[src/rtl/fetch_queue_pkg.sv]
// Shared types and constants for the instruction-fetch front end.
// Word-oriented vectors use big-endian bit numbering: bit 0 is the MSB.
package fetch_queue_pkg;

  localparam int WORD_W = 32;

  typedef logic [0:WORD_W-1] word_t;

  localparam word_t PC_STEP = 32'd4;
  localparam word_t NOP     = 32'h0000_0000;

  typedef enum logic [1:0] {
    ST_BOOT  = 2'd0,
    ST_RUN   = 2'd1,
    ST_DRAIN = 2'd2
  } fq_state_e;

  typedef struct packed {
    word_t pc;
    word_t instr;
  } fetch_entry_t;

  // Instructions are word aligned; the two low-order bits are dropped.
  function automatic word_t align_pc(input word_t pc);
    return {pc[0:WORD_W-3], 2'b00};
  endfunction

endpackage

[src/rtl/fetch_queue_if.sv]
// Instruction-memory and decode-side handshake bundle of the fetch queue.
// master: the fetch queue itself; slave: memory plus downstream consumer.
interface fetch_queue_if;
  import fetch_queue_pkg::*;

  logic  imem_req;
  word_t imem_addr;
  word_t imem_rdata;
  logic  imem_rvalid;
  logic  out_valid;
  word_t out_instr;
  word_t out_pc;
  logic  out_ready;

  modport master (
    output imem_req, imem_addr, out_valid, out_instr, out_pc,
    input  imem_rdata, imem_rvalid, out_ready
  );

  modport slave (
    input  imem_req, imem_addr, out_valid, out_instr, out_pc,
    output imem_rdata, imem_rvalid, out_ready
  );

endinterface

[src/rtl/fetch_queue_fifo.sv]
// fetch_fifo: synchronous FIFO of {pc, instr} entries with a flush input.
// DEPTH must be a power of two so the pointers wrap on their own.
module fetch_fifo
  import fetch_queue_pkg::*;
#(
  parameter int DEPTH = 4
) (
  input  logic                       clk,
  input  logic                       reset,
  input  logic                       push,
  input  fetch_entry_t               push_data,
  input  logic                       pop,
  input  logic                       clear,
  output fetch_entry_t               head,
  output logic [$clog2(DEPTH):0]     count,
  output logic                       full,
  output logic                       empty
);

  localparam int PTR_W = $clog2(DEPTH);
  localparam int CNT_W = PTR_W + 1;
  localparam logic [PTR_W-1:0] PTR_ONE = PTR_W'(1);
  localparam logic [CNT_W-1:0] CNT_ONE = CNT_W'(1);
  localparam logic [CNT_W-1:0] CNT_MAX = CNT_W'(DEPTH);

  fetch_entry_t     mem [DEPTH];
  logic [PTR_W-1:0] wr_ptr;
  logic [PTR_W-1:0] rd_ptr;
  logic             do_push;
  logic             do_pop;

  assign empty   = (count == '0);
  assign full    = (count == CNT_MAX);
  assign do_pop  = pop && !empty;
  assign do_push = push && (!full || do_pop);
  assign head    = mem[rd_ptr];

  // Pointer and occupancy bookkeeping; a flush empties the queue in one edge.
  always_ff @(posedge clk) begin
    if (reset || clear) begin
      wr_ptr <= '0;
      rd_ptr <= '0;
      count  <= '0;
    end else begin
      if (do_push) wr_ptr <= wr_ptr + PTR_ONE;
      if (do_pop)  rd_ptr <= rd_ptr + PTR_ONE;
      if (do_push && !do_pop)      count <= count + CNT_ONE;
      else if (do_pop && !do_push) count <= count - CNT_ONE;
    end
  end

  // Entry storage needs no reset: empty slots are never presented.
  always_ff @(posedge clk) begin
    if (do_push) mem[wr_ptr] <= push_data;
  end

endmodule

[src/rtl/fetch_queue.sv]
// Instruction-fetch front end: owns the PC, issues word fetches, buffers the
// returned words with their PCs and flushes wrong-path work on a redirect.
// Optional saturating statistics: define FETCH_QUEUE_STATS_EN.
//
// state    | meaning
// ---------+---------------------------------------------------------------
// ST_BOOT  | first cycle after reset, no fetch issued
// ST_RUN   | normal fetch, one request per cycle while a slot is free
// ST_DRAIN | one bubble after a redirect that killed an in-flight response
module fetch_queue
  import fetch_queue_pkg::*;
#(
  parameter int    DEPTH    = 4,
  parameter word_t PC_RESET = 32'h0000_0000
) (
  input  logic        clk,
  input  logic        reset,
  input  logic        redirect_valid,
  input  word_t       redirect_pc,
  output word_t       fetch_pc,
`ifdef FETCH_QUEUE_STATS_EN
  output logic [0:15] stat_redirects,
  output logic [0:15] stat_stalls,
`endif
  fetch_queue_if.master bus
);

  localparam int CNT_W = $clog2(DEPTH) + 1;
  localparam logic [CNT_W-1:0] CNT_MAX = CNT_W'(DEPTH);

  fq_state_e        state;
  logic             pending;
  word_t            pend_addr;
  logic [CNT_W-1:0] count;
  logic [CNT_W-1:0] occupancy;
  logic             fifo_full;
  logic             fifo_empty;
  fetch_entry_t     head;
  fetch_entry_t     push_entry;
  logic             issue;
  logic             push;
  logic             pop;

  // A slot is reserved at issue time, so the in-flight request counts as used.
  assign occupancy = count + CNT_W'(pending);
  assign issue     = !reset && (state == ST_RUN) && !redirect_valid &&
                     !fifo_full && (occupancy < CNT_MAX);

  // The response to an outstanding request lands in the cycle after issue;
  // if a redirect arrives in that same cycle the word is wrong-path and dropped.
  assign push       = !reset && bus.imem_rvalid && pending && !redirect_valid;
  assign pop        = bus.out_valid && bus.out_ready;
  assign push_entry = '{pc: pend_addr, instr: bus.imem_rdata};

  assign bus.imem_req  = issue;
  assign bus.imem_addr = fetch_pc;
  assign bus.out_valid = !fifo_empty;
  assign bus.out_pc    = fifo_empty ? NOP : head.pc;
  assign bus.out_instr = fifo_empty ? NOP : head.instr;

  fetch_fifo #(
    .DEPTH (DEPTH)
  ) u_fifo (
    .clk       (clk),
    .reset     (reset),
    .push      (push),
    .push_data (push_entry),
    .pop       (pop),
    .clear     (redirect_valid),
    .head      (head),
    .count     (count),
    .full      (fifo_full),
    .empty     (fifo_empty)
  );

  // Fetch sequencing: state, fetch PC and the single outstanding request.
  always_ff @(posedge clk) begin
    if (reset) begin
      state     <= ST_BOOT;
      fetch_pc  <= PC_RESET;
      pending   <= 1'b0;
      pend_addr <= NOP;
    end else begin
      pending <= issue;
      if (issue) pend_addr <= fetch_pc;
      if (redirect_valid) begin
        fetch_pc <= align_pc(redirect_pc);
        // In DRAIN nothing is outstanding, so this always returns to RUN there.
        state    <= pending ? ST_DRAIN : ST_RUN;
      end else begin
        if (issue) fetch_pc <= fetch_pc + PC_STEP;
        case (state)
          ST_BOOT:  state <= ST_RUN;
          ST_DRAIN: state <= ST_RUN;
          default:  state <= ST_RUN;
        endcase
      end
    end
  end

`ifdef FETCH_QUEUE_STATS_EN
  // Saturating counts of redirects and of cycles the consumer stalls the head.
  always_ff @(posedge clk) begin
    if (reset) begin
      stat_redirects <= '0;
      stat_stalls    <= '0;
    end else begin
      if (redirect_valid && (stat_redirects != 16'hFFFF))
        stat_redirects <= stat_redirects + 16'd1;
      if (bus.out_valid && !bus.out_ready && (stat_stalls != 16'hFFFF))
        stat_stalls <= stat_stalls + 16'd1;
    end
  end
`endif

endmodule

[src/flat_wrapper.sv]
// flat-port wrapper written by rule: the top's interface ports become plain ports
module fetch_queue_flat import fetch_queue_pkg::*;
#(
  parameter int    DEPTH    = 4,
  parameter word_t PC_RESET = 32'h0000_0000
)
  (clk, reset, redirect_valid, redirect_pc, fetch_pc, bus_imem_req, bus_imem_addr, bus_out_valid, bus_out_instr, bus_out_pc, bus_imem_rdata, bus_imem_rvalid, bus_out_ready);
  fetch_queue_if bus_i ();
  input  logic clk;
  input  logic reset;
  input  logic redirect_valid;
  input  word_t redirect_pc;
  output word_t fetch_pc;
  output wire logic [$bits(bus_i.imem_req)-1:0] bus_imem_req;
  output wire logic [$bits(bus_i.imem_addr)-1:0] bus_imem_addr;
  output wire logic [$bits(bus_i.out_valid)-1:0] bus_out_valid;
  output wire logic [$bits(bus_i.out_instr)-1:0] bus_out_instr;
  output wire logic [$bits(bus_i.out_pc)-1:0] bus_out_pc;
  input wire logic [$bits(bus_i.imem_rdata)-1:0] bus_imem_rdata;
  input wire logic [$bits(bus_i.imem_rvalid)-1:0] bus_imem_rvalid;
  input wire logic [$bits(bus_i.out_ready)-1:0] bus_out_ready;
  assign bus_imem_req = bus_i.imem_req;
  assign bus_imem_addr = bus_i.imem_addr;
  assign bus_out_valid = bus_i.out_valid;
  assign bus_out_instr = bus_i.out_instr;
  assign bus_out_pc = bus_i.out_pc;
  assign bus_i.imem_rdata = bus_imem_rdata;
  assign bus_i.imem_rvalid = bus_imem_rvalid;
  assign bus_i.out_ready = bus_out_ready;
  fetch_queue #(.DEPTH(DEPTH), .PC_RESET(PC_RESET)) u_core (.clk(clk), .reset(reset), .redirect_valid(redirect_valid), .redirect_pc(redirect_pc), .fetch_pc(fetch_pc), .bus(bus_i));
endmodule
[config.mk]
export PLATFORM = sky130hd
export DESIGN_NAME = fetch_queue_flat
export DESIGN_NICKNAME = d
export VERILOG_FILES = /design/src/rtl/fetch_queue_pkg.sv /design/src/rtl/fetch_queue_if.sv /design/src/rtl/fetch_queue_fifo.sv /design/src/rtl/fetch_queue.sv /design/src/flat_wrapper.sv
export SDC_FILE = /design/constraint.sdc
export NUM_CORES = 1
export LEC_CHECK = 0
export BUFFER_PORTS_ARGS = -buffer_cell sky130_fd_sc_hd__buf_2
export CAP_MARGIN = 20
export CORE_ASPECT_RATIO = 0.9
export CORE_MARGIN = 2
export CORE_UTILIZATION = 40
export CTS_CLUSTER_SIZE = 40
export DETAILED_ROUTE_END_ITERATION = 7
export PLACE_DENSITY = 0.68
export SLEW_MARGIN = 10
export SYNTH_ARGS = -nofsm -noshare
export SYNTH_HDL_FRONTEND = slang
export SYNTH_SLANG_ARGS = --single-unit
[constraint.sdc]
create_clock -name clk -period 3.9 [get_ports clk]
set_input_delay 0.78 -clock clk [delete_from_list [all_inputs] [get_ports clk]]
set_output_delay 0.78 -clock clk [all_outputs]
set_load 0.01 [all_outputs]
==> flow_metrics.env <==
export IMPL_crit_fanout=24
export IMPL_die_x_um=194
export IMPL_finalCritPeriodShare_pct=81.7
export IMPL_maxCapViolations=0
export IMPL_syn_area_per_cell_um2=15.2
export IMPL_antenna_found_initial=2
export IMPL_outcome="finished, final reports clean"
export IMPL_grt_max_degree=65
export IMPL_cts_resized=0
export IMPL_wirelength_um=29100
export IMPL_clk_latency_ps=520
export IMPL_criticalPathCategory="flip-flop to output pin"
export IMPL_multi_input_area_mm2=0.00358
export IMPL_cts_buffer_depth=3
export IMPL_detailed_place_hpwl_um=18200
export IMPL_fp_row_count=62
export IMPL_track_usage_pct=17.2
export IMPL_slew_headroom_pct=46.1
export IMPL_crit_cells=4
export IMPL_timing_rr_end="u_core.bus.imem_addr[30]"
export IMPL_die_h_um=175
export IMPL_reg2reg_from="u_core.bus.imem_addr[2]"
export IMPL_htreeDepth=2
export IMPL_power_leakage_nw=5.46
export IMPL_yosysUniqueCellTypes=46
export IMPL_cp_end_kind="output pin"
export IMPL_reg2reg_depth=8
export IMPL_worst_setup_path_start_kind="flip-flop"
export IMPL_finalMaxSlewViolations=0
export IMPL_cts_root_buf="clkbuf_16"
export IMPL_hold_buffers=0
export IMPL_fin_cells=1467
export IMPL_setup_slack_ps=714
export IMPL_whs_endpoint="u_core.u_fifo.mem[3][21]"
export IMPL_power_mw=7.29
export IMPL_portBuffers=190
export IMPL_yosys_warnings=0
export IMPL_postCtsSetupRepairBufs=0
export IMPL_drc=0
export IMPL_crit_chain="buf_4 > mux4_2 > and2_1 > buf_2"
export IMPL_cts_buffers=35
export IMPL_tightest_slew_ps=802
export IMPL_power_density_mw_per_mm2=473
export IMPL_rsz0062_at_grt="no"
export IMPL_syn_inst=850
export IMPL_seq_area_mm2=0.00890
export IMPL_drive_gt1_share_pct=32.1
export IMPL_critPathRequiredTime_ps=3120
export IMPL_cp_arrival_ps=2410
export IMPL_hold_ws_ps=493
export IMPL_gr_total_overflow=0
export IMPL_worstHoldPathCells=1
export IMPL_num_vias=7716
export IMPL_layout_commonest_cell="edfxtp_1"
export IMPL_first_pass_iters=4
export IMPL_layout_nets=1099
export IMPL_cts_tree="built"
export IMPL_cp_top_family="flip-flops"
export IMPL_vias_per_cell=5.26
export IMPL_final_cell_mix="edfxtp_1 (248), buf_2 (190), nand2_1 (87), dfxtp_1 (70), and2_1 (64)"
export IMPL_antenna_left=0
export IMPL_area_growth_pct=19.1
export IMPL_skew_ps=26.6
export IMPL_crit_buf_inv=2
export IMPL_vdd_drop_max_mv=0.262
export IMPL_pre_cts_ws_ps=1010
export IMPL_fill_cells=2751
export IMPL_min_from="bus_imem_rdata[21]"
export IMPL_grt_pass1_vias=7696
export IMPL_r2r_slack_ps=1320
export IMPL_finalSetupTns_ps=0
export IMPL_die_area_mm2=0.0338
export IMPL_core_area_mm2=0.0319
export IMPL_post_route_util_pct=48.3
export IMPL_routedWlPerCell_um=19.8
export IMPL_drt_iter0_drc=546
export IMPL_syn_area_mm2=0.0129
export IMPL_clock_sinks=320
export IMPL_crit_path_max_incr_delay_ps=700
export IMPL_placed_cells=1402
export IMPL_setup_violations=0
export IMPL_period_needed_ps=3190
export IMPL_yosys_register_bits=320
export IMPL_hold_path_class="input port to flip-flop"
export IMPL_slowest_stage="dfxtp_4"
export IMPL_yosysSeqAreaShare_pct=68.7
export IMPL_boundaryPins=199
export IMPL_design_area_mm2=0.0154
export IMPL_path_clk_slew_ps=60
export IMPL_placed_cell_area_mm2=0.0142
export IMPL_grt_pass1_wl_um=44800
export IMPL_hold_viol_final=0
export IMPL_gp_congestion=0.832
export IMPL_max_freq_mhz=314
export IMPL_start_util_pct=40.6
state kept, by name, summed over array words and instances (netlist names), named ones only:
name	cells
u_core.u_fifo.wr_ptr	2
u_core.u_fifo.count	3
u_core.state	2
u_core.pending	1
u_core.u_fifo.mem	248
u_core.u_fifo.rd_ptr	2
u_core.bus.imem_addr	30
u_core.pend_addr	30
cell families after synthesis:
logic type	share of synthesized area (%)
flops	68.7
simple gates	10.2
compound gates	4.83
buf+inv	3.88
mux	10.9
xor+xnor	0.677
fa+ha+maj	0.735
other cells	0.0290
cell type report:
| type | count | area share, % |
|---|---|---|
| antenna | 1 | 0.0162 |
| clock buffer | 51 | 6.35 |
| clock inverter | 13 | 1.22 |
| inverter | 12 | 0.292 |
| multi-input combinational | 440 | 23.2 |
| sequential | 320 | 57.8 |
| tap | 416 | 3.38 |
| timing repair buffer | 214 | 7.75 |
worst register-to-register path, delay by kind of cell (launching register included):
| family | cells | cell delay [ps] |
|---|---|---|
| AND/OR/NAND/NOR | 4 | 1310 |
| buffers and inverters | 2 | 390 |
| flip-flops | 1 | 300 |
| adder cells (fa/ha/maj) | 1 | 260 |
| AO/OA/AOI/OAI | 1 | 250 |
per-layer routing:
layer / track usage, % / part of all wire (%)
met5: 0 / 0.082
met1: 23.8 / 44
met4: 4.13 / 1.7
met2: 28.1 / 48
met3: 3.51 / 6.9
Yosys cell counts (all sizes together):
| master | n | area, um2 |
|---|---|---|
| conb | 1 | 3.75 |
| o2bb2a | 1 | 10.0 |
| clkinv | 1 | 3.75 |
| and3b | 1 | 8.76 |
| fa | 1 | 20.0 |
| nor4b | 1 | 8.76 |
| nand4 | 12 | 75.1 |
| a32oi | 2 | 17.5 |
| xor2 | 7 | 61.3 |
| nor4 | 7 | 43.8 |
| nand3 | 14 | 75.1 |
| and3 | 8 | 50.1 |
| mux4 | 62 | 1400 |
| buf | 47 | 322 |
| o311ai | 3 | 26.3 |
| or3 | 9 | 56.3 |
| and2 | 68 | 425 |
| a31oi | 15 | 93.8 |
| nor2 | 15 | 56.3 |
| or4 | 9 | 67.6 |
| or2 | 2 | 15.0 |
| ha | 6 | 75.1 |
| nor3b | 1 | 18.8 |
| nand2 | 88 | 330 |
| a22oi | 6 | 45.0 |
| dfxtp | 72 | 1440 |
| or3b | 1 | 8.76 |
| a2bb2oi | 1 | 8.76 |
| o21ai | 11 | 55.1 |
| a21oi | 46 | 230 |
| a211oi | 3 | 22.5 |
| inv | 11 | 41.3 |
| nand4b | 1 | 8.76 |
| o211ai | 12 | 90.1 |
| nor3 | 12 | 60.1 |
| clkbuf | 36 | 135 |
| a311oi | 2 | 17.5 |
| o31ai | 1 | 7.51 |
| edfxtp | 248 | 7450 |
| xnor2 | 3 | 26.3 |
| and4 | 1 | 8.76 |
| mux2i | 2 | 20.0 |
worst max path at each step:
stage,endpoint,slack [ps]
6_report,bus_out_instr[8],710
5_1_grt,bus_out_pc[4],540
4_1_cts,bus_out_pc[11],620
3_5_place_dp,u_core.bus.imem_addr[23],1010
3_3_place_gp,u_core.bus.imem_addr[30],1030
2_1_floorplan,u_core.u_fifo.mem[1][0],40
report_power, final:
part / switching, mW / total, mW / leakage, nW / internal [mW]
logic: 0.152 / 0.251 / 2.06 / 0.0995
registers: 0.0505 / 3.73 / 2.83 / 3.68
clock network: 1.28 / 3.30 / 0.561 / 2.02
total: 1.48 / 7.29 / 5.46 / 5.80
Note: power is estimated with default switching activity, not from simulation.
